`src/rtl/control_sequencer.sv`:
```
// Timing/control unit of the basic computer: fetch, decode and execute sequencing with strobe decode.
// Define INTR_EN to build in the interrupt flip-flops (ien, r) and the I/O instruction group.
module control_sequencer #(
  parameter int SC_W   = 4,
  parameter int ADDR_W = 12
) (
  input  logic            clk,
  input  logic            reset_n,
  input  logic [15:0]     ir_outdata,
  input  logic            ac_sign,
  input  logic            ac_zero,
  input  logic            dr_zero,
  input  logic            e_outdata,
  input  logic            fgi,
  input  logic            fgo,
  output logic [3:0]      alu_code,
  output logic [2:0]      bus_sel,
  output logic            ar_ld,
  output logic            ar_inc,
  output logic            pc_ld,
  output logic            pc_inc,
  output logic            pc_clr,
  output logic            dr_ld,
  output logic            dr_inc,
  output logic            ac_ld,
  output logic            ac_inc,
  output logic            ac_clr,
  output logic            ir_ld,
  output logic            tr_ld,
  output logic            e_clr,
  output logic            mem_rd,
  output logic            mem_wr,
`ifdef INTR_EN
  output logic            ar_clr,
`endif
  output logic [SC_W-1:0] sc_out,
  output logic            halted
);

  typedef enum logic [2:0] {
    BUS_NONE, BUS_AR, BUS_PC, BUS_DR, BUS_AC, BUS_IR, BUS_TR, BUS_MEM
  } bus_e;

  typedef enum logic [3:0] {
    ALU_NONE = 4'b0000, ALU_AND = 4'b0001, ALU_ADD = 4'b0010, ALU_LDA = 4'b0011,
    ALU_CMA  = 4'b1001, ALU_CME = 4'b1010, ALU_CIR = 4'b1011, ALU_CIL = 4'b1100
  } alu_e;

  typedef enum logic [2:0] {
    OP_AND, OP_ADD, OP_LDA, OP_STA, OP_BUN, OP_BSA, OP_ISZ, OP_IO
  } op_e;

  localparam logic [SC_W-1:0] T0 = SC_W'(0);
  localparam logic [SC_W-1:0] T1 = SC_W'(1);
  localparam logic [SC_W-1:0] T2 = SC_W'(2);
  localparam logic [SC_W-1:0] T3 = SC_W'(3);
  localparam logic [SC_W-1:0] T4 = SC_W'(4);
  localparam logic [SC_W-1:0] T5 = SC_W'(5);
  localparam logic [SC_W-1:0] T6 = SC_W'(6);

  if (SC_W < 3) begin : g_sc_w_check
    $error("SC_W must be at least 3 to reach T6");
  end

  logic [SC_W-1:0]   sc;
  logic              i_flag;
  logic              intr_cycle;
  op_e               opcode;
  logic              d7;
  logic [ADDR_W-1:0] op_bits;
  logic [11:0]       rr_sel;

  assign opcode  = op_e'(ir_outdata[14:12]);
  assign d7      = (opcode == OP_IO);
  assign op_bits = ir_outdata[ADDR_W-1:0];
  assign sc_out  = sc;

`ifdef INTR_EN
  logic ien;
  logic r;
  assign intr_cycle = r;
`else
  logic unused_flags;
  assign unused_flags = &{1'b0, fgi, fgo};
  assign intr_cycle   = 1'b0;
`endif

  // One-hot of the highest set bit; register-reference and I/O groups execute only that one.
  always_comb begin
    rr_sel = '0;
    for (int b = 11; b >= 0; b--) begin
      if (op_bits[b] && (rr_sel == '0)) rr_sel[b] = 1'b1;
    end
  end

  // NOTE: sequential state uses non-blocking assignments so every flop samples pre-edge values.
  always_ff @(posedge clk or negedge reset_n) begin
    if (!reset_n) begin
      sc     <= '0;
      halted <= 1'b0;
      i_flag <= 1'b0;
`ifdef INTR_EN
      ien    <= 1'b0;
      r      <= 1'b0;
`endif
    end else if (!halted) begin
      if (intr_cycle && (sc <= T2)) begin
        if (sc == T2) begin
          sc <= '0;
`ifdef INTR_EN
          ien <= 1'b0;
          r   <= 1'b0;
`endif
        end else begin
          sc <= sc + 1'b1;
        end
      end else begin
        case (sc)
          T0, T1: sc <= sc + 1'b1;
          T2: begin
            i_flag <= ir_outdata[15];
            sc     <= T3;
`ifdef INTR_EN
            if (ien && (fgi || fgo)) r <= 1'b1;
`endif
          end
          T3: begin
            if (d7) begin
              sc <= '0;
              if (!i_flag && rr_sel[0]) halted <= 1'b1;
`ifdef INTR_EN
              if (i_flag && rr_sel[7]) ien <= 1'b1;
              if (i_flag && rr_sel[6]) ien <= 1'b0;
`endif
            end else begin
              sc <= T4;
            end
          end
          T4: sc <= ((opcode == OP_STA) || (opcode == OP_BUN)) ? '0 : T5;
          T5: sc <= (opcode == OP_ISZ) ? T6 : '0;
          default: sc <= '0;
        endcase
      end
    end
  end

  // NOTE: every output is defaulted first so the decode infers no latches; gating with reset_n
  // makes a mid-instruction reset drop all strobes immediately rather than at the next edge.
  always_comb begin
    alu_code = ALU_NONE;
    bus_sel  = BUS_NONE;
    ar_ld = 1'b0; ar_inc = 1'b0;
    pc_ld = 1'b0; pc_inc = 1'b0; pc_clr = 1'b0;
    dr_ld = 1'b0; dr_inc = 1'b0;
    ac_ld = 1'b0; ac_inc = 1'b0; ac_clr = 1'b0;
    ir_ld = 1'b0; tr_ld  = 1'b0; e_clr  = 1'b0;
    mem_rd = 1'b0; mem_wr = 1'b0;
`ifdef INTR_EN
    ar_clr = 1'b0;
`endif
    if (reset_n && !halted) begin
      if (intr_cycle && (sc <= T2)) begin
`ifdef INTR_EN
        case (sc)
          T0: begin ar_clr = 1'b1; tr_ld = 1'b1; bus_sel = BUS_PC; end
          T1: begin mem_wr = 1'b1; bus_sel = BUS_TR; pc_clr = 1'b1; end
          default: pc_inc = 1'b1;
        endcase
`endif
      end else begin
        case (sc)
          T0: begin bus_sel = BUS_PC; ar_ld = 1'b1; end
          T1: begin mem_rd = 1'b1; bus_sel = BUS_MEM; ir_ld = 1'b1; pc_inc = 1'b1; end
          T2: begin bus_sel = BUS_IR; ar_ld = 1'b1; end
          T3: begin
            if (d7 && !i_flag) begin
              if (rr_sel[11]) ac_clr = 1'b1;
              if (rr_sel[10]) e_clr = 1'b1;
              if (rr_sel[9])  alu_code = ALU_CMA;
              if (rr_sel[8])  alu_code = ALU_CME;
              if (rr_sel[7])  alu_code = ALU_CIR;
              if (rr_sel[6])  alu_code = ALU_CIL;
              if (rr_sel[5])  ac_inc = 1'b1;
              if (rr_sel[4] && !ac_sign)   pc_inc = 1'b1;
              if (rr_sel[3] && ac_sign)    pc_inc = 1'b1;
              if (rr_sel[2] && ac_zero)    pc_inc = 1'b1;
              if (rr_sel[1] && !e_outdata) pc_inc = 1'b1;
            end else if (d7) begin
`ifdef INTR_EN
              // INPR reaches AC outside this block; OUT places AC on the bus for OUTR.
              if (rr_sel[11]) ac_ld = 1'b1;
              if (rr_sel[10]) bus_sel = BUS_AC;
              if (rr_sel[9] && fgi) pc_inc = 1'b1;
              if (rr_sel[8] && fgo) pc_inc = 1'b1;
`endif
            end else if (i_flag) begin
              mem_rd = 1'b1; bus_sel = BUS_MEM; ar_ld = 1'b1;
            end
          end
          T4: begin
            case (opcode)
              OP_AND, OP_ADD, OP_LDA, OP_ISZ: begin mem_rd = 1'b1; bus_sel = BUS_MEM; dr_ld = 1'b1; end
              OP_STA: begin mem_wr = 1'b1; bus_sel = BUS_AC; end
              OP_BUN: begin bus_sel = BUS_AR; pc_ld = 1'b1; end
              OP_BSA: begin mem_wr = 1'b1; bus_sel = BUS_PC; ar_inc = 1'b1; end
              default: ;
            endcase
          end
          T5: begin
            case (opcode)
              OP_AND: begin alu_code = ALU_AND; ac_ld = 1'b1; end
              OP_ADD: begin alu_code = ALU_ADD; ac_ld = 1'b1; end
              OP_LDA: begin alu_code = ALU_LDA; ac_ld = 1'b1; end
              OP_BSA: begin bus_sel = BUS_AR; pc_ld = 1'b1; end
              OP_ISZ: dr_inc = 1'b1;
              default: ;
            endcase
          end
          T6: begin
            if (opcode == OP_ISZ) begin
              mem_wr = 1'b1; bus_sel = BUS_DR; pc_inc = dr_zero;
            end
          end
          default: ;
        endcase
      end
    end
  end

endmodule

```
`config.mk`:
```
export PLATFORM = sky130hd
export DESIGN_NAME = control_sequencer
export DESIGN_NICKNAME = d
export VERILOG_FILES = /design/src/rtl/control_sequencer.sv
export SDC_FILE = /design/constraint.sdc
export NUM_CORES = 1
export LEC_CHECK = 0
export ABC_AREA = 1
export CELL_PAD_IN_SITES_DETAIL_PLACEMENT = 1
export CELL_PAD_IN_SITES_GLOBAL_PLACEMENT = 1
export CORE_ASPECT_RATIO = 0.6
export CORE_MARGIN = 5
export CORE_UTILIZATION = 21
export CTS_BUF_LIST = sky130_fd_sc_hd__clkbuf_16
export CTS_CLUSTER_SIZE = 24
export DETAILED_ROUTE_END_ITERATION = 6
export GPL_TIMING_DRIVEN = 0
export PLACE_DENSITY_LB_ADDON = 0.1
export SETUP_SLACK_MARGIN = 0.15
export SLEW_MARGIN = 20
export SYNTH_ARGS = -nofsm -noshare
export SYNTH_HDL_FRONTEND = slang
export SYNTH_SLANG_ARGS = --single-unit
```
`constraint.sdc`:
```
create_clock -name clk -period 1.6 [get_ports clk]
set_clock_uncertainty 0.1 [all_clocks]
set_input_delay 0.32 -clock clk [delete_from_list [all_inputs] [get_ports clk]]
set_output_delay 0.32 -clock clk [all_outputs]
set_load 0.01 [all_outputs]
```
---- After elaboration in Yosys (flattened, before gate mapping) ----
Index checks and enable logic that the tools add are counted.
storage, ports and cells
  flip-flop bits (word level) ............. 6
cells by class
  equality and inequality tests ........... 13
  reductions and logical operators ........ 41
  add/subtract/negate cells ............... 1
  mux-type cells .......................... 83
  bitwise logic cells ..................... 2
operators with widths
  operator            count
  $mux 1              59
  $mux 4              6
  $mux 3              7
  $pmux 3 s7          1
  $pmux 4 s5          1
  $logic_and 1x1->1   18
  $eq 3x3->1 const B  4
  $eq 4x3->1 const B  3
  $pmux 3 s4          1
  $logic_not 11->1    1
  $logic_not 10->1    1
  $logic_not 9->1     1
  $eq 4x2->1 const B  2
  $logic_not 4->1     2
  $logic_not 8->1     1
  $pmux 4 s2          1
  $logic_not 7->1     1
  $eq 3x2->1 const B  2
  $logic_not 3->1     2
  $logic_not 6->1     1
  $pmux 1 s2          3
  $pmux 1 s3          2
  $pmux 2 s3          1
  $reduce_or 2->1     3
  other kinds (12)    16

---- Logic depth before layout (Yosys ltp) ----
Gate-level depths: netlist of run 1.
  word-level depth ........................ 39
  depth in mapped cells ................... 9
  mapped depth without buffers ............ 9

---- Worst setup path before layout of run 1 ----
OpenSTA, ideal clock, no wires.
  kind .................................... reg-to-output
  start point ............................. register sc[1], in the netlist sc_out[1]
  end point ............................... output port alu_code[1]
  slack ................................... -372 ps
  data arrival time ....................... 1552 ps
  required time ........................... 1180 ps
  cell stages (with the launch flop) ...... 7
  path through ............................ dfrtp_1 -> inv_1 -> ha_1 -> nand3_1 -> nor4_1 -> o21ai_0 -> o21ai_1
on the way
  word-level cells in the longest chain between the ends .. 3
RTL lines
  element                                   line  RTL
  start, declared                           65    logic [SC_W-1:0] sc;
  start signal, assigned                    115   sc <= sc + 1'b1;
  start signal, assigned                    119   T0, T1: sc <= sc + 1'b1;
  start signal, assigned                    139   T4: sc <= ((opcode == OP_STA) || (opcode == OP_BUN)) ? '0 : T5;
  $eq 4x3->1 or $eq 4x2->1 (tied branches)  171   case (sc)
  $pmux 4 s2 (*)                            171
  $mux 4 (*)                                161   if (reset_n && !halted) begin
  end, declared                             16    output logic [3:0] alu_code,
Every way passes the cells marked *; elsewhere a longest branch is shown, timed or not.

---- Final worst setup path of run 1 ----
  start point ............................. register sc[1], in the netlist sc_out[1]
  end point ............................... output port ac_inc
on the way
  word-level cells in the longest chain between the ends .. 3
RTL lines
  element        line  RTL
  $eq 4x2->1     171
  $mux 1         171
  $mux 1         161
  end, declared  26    output logic ac_inc,
No other way between the ends.

==> results.yml, run 1 <==
synth:
  netlist_top_cells_count: "40 x nand2_1, 22 x inv_1, 20 x nor2_1"
  avgSynthCellArea_um2: 5.71
  most_frequent_cell_after_synthesis: "nand2_1"
  syn-instance-count: 150
  dominant_register_cell_in_the_synthesized_netlist: "dfrtp_1"
  synth-async-reset-ratio_pct: 100
  synth-edff-count: 0
  top_post_synthesis_cells_by_area: "dfrtp_1 18%, nand2_1 18%, inv_1 9.6%, nor2_1 8.8%, nand3_1 7.0%"
  yosysUniqueCellTypes: 31
  yosysSeqAreaShare_pct: 17.5
  fraction_of_synthesized_cell_area_taken_by_the_top_area_cell_type_pct: 17.5
  ys_seq_elements: 6
  yosysWarningCount: 0
  netlist.top_cell.by_area: "dfrtp_1"
  synthesis.area_um2: 857
power:
  switching_power_uw: 155
  power_frac_comb_pct: 19.4
  p_clk_share_pct: 58.0
  power.leakage_uw: 0.000983
  p_sw_share_pct: 22.3
  p_int_uw: 539
  seqPwrFrac_pct: 22.6
  ir_drop_uv: 487
  finalPower_uw: 694
  p_per_area_nw_per_um2: 342
cts:
  cts.root.buffer_cell: "clkbuf_16"
  cts_buffers: 3
  clock_insertion_delay_worst_skew_ps: 230
  cts.reportedPaths.clkPinSlew_ps: 30
  cts_tree: "built"
  h_tree_levels: 1
  clock-sinks: 6
  max-clock-path-buffers: 2
setup_path:
  crit_fanout: 6
  crit_path_max_incr_delay_ps: 380
  crit_start_category: "flip-flop"
  arrival_ps: 1760
  timing_worst_setup_path_type: "reg2out"
  worst-endpoint-required_ps: 1180
  timing.critical_path.cells: "ha_2 > nand2_2 > nor2_4 > nand4_2 > or2_1 > buf_6 > nor3b_4 > buf_2"
  cp-end-kind: "output port"
  cpMaxStageDelayCell: "dfrtp_1"
timing:
  fin_setup_tns_ps: -9380
  hold-worst-slack_ps: 407
  final_hold_viol_count: 0
  rsz0062_at_grt: "yes"
  setup_viol: 23
  period_share_pct: 136
  report.final.slew_viol_count: 0
  period_minus_slack_ps: 2180
  fin_ws_ps: -583
  max_freq_mhz: 458
place:
  detailedPlacementHpwl_um: 3000
  gpl.final_weighted_congestion: 0.818
  port_buffers: 46
  post-place-cells: 247
floorplanning:
  core_area_um2: 4030
  floorplan.rows: 18
  die_width_um: 92.5
  initial_core_util_pct: 21.3
  die_h_um: 59.5
  die_area_um2: 5500
  floorplan.io_pins: 51
detailed_routing:
  route.final.wire_length_um: 4440
  routed-via-count: 1317
  ant_nets: 0
  post_drt_via_cell_ratio: 4.59
  drc: 0
  post_drt_wl_per_cell_um: 15.5
  dr.first_iter.drc_count: 39
  drtPass1Iterations: 4
global_routing:
  grt_pass1_wl_um: 7110
  pin_count_of_the_biggest_net_entering_global_routing: 11
  gr_overflow_total: 0
  overall_fraction_of_global_route_tracks_in_use_pct: 16.2
  first_global_vias: 1443
  grt_antenna_before_repair: 0
finish:
  area_delta_synth_final_pct: 137
  multi_input_comb_area_um2: 910
  fill_count: 484
  post_layout_nonfiller_instances: 287
  num-nets-final: 267
  drive_above_1_share_pct: 59.9
  sequential_cell_area_um2: 153
  diodes: 0
  post-route-util_pct: 50.3
run_status:
  run_status: "finished with violations"
  violated_checks: "negative setup slack"
flow_run:
  max_cap_viol_count: 0
min_path:
  min_path_type: "reg2reg"
[cell usage in the layout, fill, tap and decap left out, types with 3 or more instances in the layout]
cell type         n
nand2_2          11
nor2_1           11
inv_2             3
clkbuf_16         3
inv_1            16
buf_6            18
nand2_4           4
inv_4             4
o21ai_0           5
ha_4              3
buf_4            28
dfrtp_1           4
a21oi_1           3
buf_2            21
nor2_2            4
clkdlybuf4s15_2   3
nand3_1           3
clkdlybuf4s50_1   8
nor2_4            6
a21oi_2           3
nand2_1          26
nand3_4           3
dlygate4sd2_1     5
nand3_2           6
[cells by family after synthesis]
group,share of synthesized area [%]
AND/OR/NAND/NOR,46.0
buffers and inverters,14.7
AO/OA/AOI/OAI,15.5
flip-flops,17.5
adder cells (fa/ha/maj),5.84
other,0.438
[per-layer routing]
layer | wire, um | vias to the layer above | GRT usage, %
met4 | 59 | 0 | 4.86
met1 | 1970 | 615 | 20.6
met3 | 189 | 8 | 2.79
li1 | - | 660 | -
met2 | 2220 | 34 | 28.6
met5 | 0 | - | 0
[metrics by stage]
stage	setup slack, ps	instance area [um2]
after floorplan	-266	945
after global placement	-1220	1470
after detailed placement	-1270	1470
after CTS	-593	1940
after global routing	-688	2030
final	-583	2030
[worst max-delay path, delay by kind of cell, from the launching register on]
| kind | cells | cell delay (ps) |
|---|---|---|
| flops | 1 | 380 |
| fa+ha+maj | 1 | 210 |
| buf+inv | 2 | 290 |
| simple gates | 5 | 660 |
[registers in the layout, summed over array words and instances (netlist names)]
name and cells:
sc_out 4, halted 1, i_flag 1
[power by group through the flow]
stage	logic, uW	registers [uW]	clock network, uW
2_1_floorplan	39.6	157	0
3_3_place_gp	110	157	0
3_5_place_dp	115	157	0
4_1_cts	131	156	406
5_1_grt	149	157	420
6_report	135	157	403
[area by class of cell]
cell class | count | share of cell area [%]
Sequential cell | 6 | 7.52
Clock buffer | 3 | 3.70
Multi-Input combinational cell | 116 | 44.8
Tap cell | 50 | 3.08
Buffer | 4 | 1.85
Timing Repair Buffer | 83 | 33.4
Inverter | 25 | 5.61
[timing repair]
item / 4_1_cts / 5_1_grt
resized for setup: 204 / 18
pin swaps: 22 / 9
hold buffers: 1 / 0
endpoints found under the setup margin: 29 / 26
setup buffers: 33 / 3
hold endpoints to repair: 6 / 0
[path summary, 6_finish.rpt]
kind / endpoint / startpoint / cells after the start / slack [ps]
setup / recovery: ac_inc / sc_out[1] / 8 / -580
hold / removal: sc_out[3] / halted / 2 / 410
setup reg to reg: sc_out[2] / sc_out[1] / 9 / -110
hold reg to reg: sc_out[3] / halted / 2 / 410
max in group asynchronous: sc_out[3] / reset_n / 2 / 610
min in group asynchronous: halted / reset_n / 2 / 540
Note: power is estimated with default switching activity, not from simulation.
==> run 2: changes to the inputs <==
- GPL_TIMING_DRIVEN: 0 -> not set
- PLACE_DENSITY: not set -> 0.82
- PLACE_DENSITY_LB_ADDON: 0.1 -> not set
==> run 2 against run 1 <==
The run still ends with negative setup slack left. Worst setup slack lost 51 ps. Clock-buffer cell count unchanged. Final cell count up 9.4%. Critical path depth increased by 1. Register-to-register slack got worse by 80 ps. Fmax decreased by 2.3%. Critical endpoint is now pc_inc. Largest cell class unchanged.
==> results.yml, run 2 (synthesized netlist as in run 1, its figures left out) <==
run_status:
  run_status: "finished with violations"
  violated_checks: "negative setup slack"
timing:
  setup_viol: 26
  hold-worst-slack_ps: 123
  fin_ws_ps: -634
  max_freq_mhz: 448
  report.final.slew_viol_count: 0
  period_share_pct: 140
  period_minus_slack_ps: 2230
  rsz0062_at_grt: "yes"
  final_hold_viol_count: 0
cts:
  h_tree_levels: 1
  cts.root.buffer_cell: "clkbuf_16"
  clock-sinks: 6
  cts.reportedPaths.clkPinSlew_ps: 30
  cts_buffers: 3
  cts_tree: "built"
  holdBufCountCts: 0
  clock_insertion_delay_worst_skew_ps: 230
  max-clock-path-buffers: 2
floorplanning:
  die_width_um: 92.5
  initial_core_util_pct: 21.3
  floorplan.io_pins: 51
  die_area_um2: 5500
  die_h_um: 59.5
  core_area_um2: 4030
  floorplan.rows: 18
finish:
  largest_register_ffs: 4
  diodes: 0
  num-nets-final: 294
  layout_common_cells: "51 x buf_4, 25 x nand2_1, 18 x buf_6"
  fill_count: 490
  post-route-util_pct: 57.1
  most_common_cell_after_layout_fill_and_taps_aside: "buf_4"
  area_delta_synth_final_pct: 169
  drive_above_1_share_pct: 63.3
  post_layout_nonfiller_instances: 314
power:
  ir_drop_uv: 705
  seqPwrFrac_pct: 20.7
  switching_power_uw: 182
  power_frac_comb_pct: 24.3
  p_int_uw: 567
  p_per_area_nw_per_um2: 325
  p_clk_share_pct: 55.0
  power.leakage_uw: 0.00112
  p_sw_share_pct: 24.3
setup_path:
  worst-endpoint-required_ps: 1180
  timing_worst_setup_path_type: "reg2out"
  arrival_ps: 1810
  rr_endpoint: "sc_out[0]"
  crit_start_category: "flip-flop"
  cp-end-kind: "output port"
  crit-reg2reg-launch: "sc_out[1]"
  rrSetupSlack_ps: -190
  rr_worst_depth: 11
  crit_fanout: 3
global_routing:
  grt_pass1_wl_um: 7980
  first_global_vias: 1564
  grt_antenna_before_repair: 0
  pin_count_of_the_biggest_net_entering_global_routing: 11
  gr_overflow_total: 0
  overall_fraction_of_global_route_tracks_in_use_pct: 18.9
place:
  gpl.final_weighted_congestion: 0.864
  detailedPlacementHpwl_um: 3560
  port_buffers: 46
  post-place-cells: 291
detailed_routing:
  dr.first_iter.drc_count: 37
  post_drt_via_cell_ratio: 4.89
  routed-via-count: 1536
  drtPass1Iterations: 4
  route.final.wire_length_um: 6220
  post_drt_wl_per_cell_um: 19.8
  drc: 0
  ant_nets: 0
flow_run:
  max_cap_viol_count: 0
min_path:
  min_path_type: "in2async"
[run 2: cell count changes in the layout (fill, tap and decap cells not counted), sizes merged]
cell and delta:
clkbuf +2, buf +16, inv -1, dlymetal6s2s +2, clkinv +1, dlygate4sd2 +3, dlygate4sd3 -1, clkdlybuf4s50 +5
[run 2: worst max-delay path by stage]
stage	start	to	slack, ps	cells past startpoint
6_report	sc_out[0]	pc_inc	-630	9
3_5_place_dp	ir_outdata[11]	pc_inc	-1070	11
4_1_cts	sc_out[1]	e_clr	-590	8
3_3_place_gp	ir_outdata[11]	pc_inc	-990	11
2_1_floorplan	sc_out[0]	ac_inc	-270	7
5_1_grt	sc_out[0]	pc_inc	-680	9
[run 2: final cells by class]
type / count / area (um2) / share of cell area (%)
clock buffer: 3 / 75.1 / 3.26
inverter: 25 / 97.6 / 4.24
tap: 50 / 62.6 / 2.72
multi-input combinational: 116 / 958 / 41.6
timing repair buffer: 114 / 955 / 41.4
sequential: 6 / 155 / 6.74
[run 2: power by group through the flow]
stage               clock, uW  combinational (uW)  sequential [uW]
floorplan                   0                39.6              157
global placement            0                 143              156
detailed placement          0                 148              156
CTS                       411                 165              155
global route              424                 195              155
finish                    412                 182              155
[run 2: timing repair]
action / CTS / global route
pin swaps: 16 / 21
buffers inserted: 11 / 9
setup endpoints to repair: 30 / 27
gates resized for setup: 141 / 52
[run 2: routing by layer]
| layer | vias up | routed length, um | global-route usage [%] |
|---|---|---|---|
| li1 | 716 | - | - |
| met1 | 741 | 2650 | 21.7 |
| met2 | 56 | 3050 | 35.3 |
| met3 | 23 | 238 | 3.68 |
| met4 | 0 | 280 | 7.61 |
| met5 | - | 0 | 0 |
[run 2: critical path, cell delays in order (launching register included)]
cell,delay [ps]
dfrtp_2,420
ha_4,180
buf_4,120
nand2_1,110
nor3_2,220
o211ai_1,160
nand2_2,100
nand2_2,50
nand2_1,70
buf_2,140
[run 2: through the flow]
stage	area [um2]	setup TNS [ps]	power [uW]	setup slack [ps]
2_1_floorplan	945	-2000	196	-266
3_3_place_gp	1800	-18740	300	-993
3_5_place_dp	1800	-19860	304	-1070
4_1_cts	2090	-10460	731	-593
5_1_grt	2300	-12810	774	-679
6_report	2300	-11340	749	-634
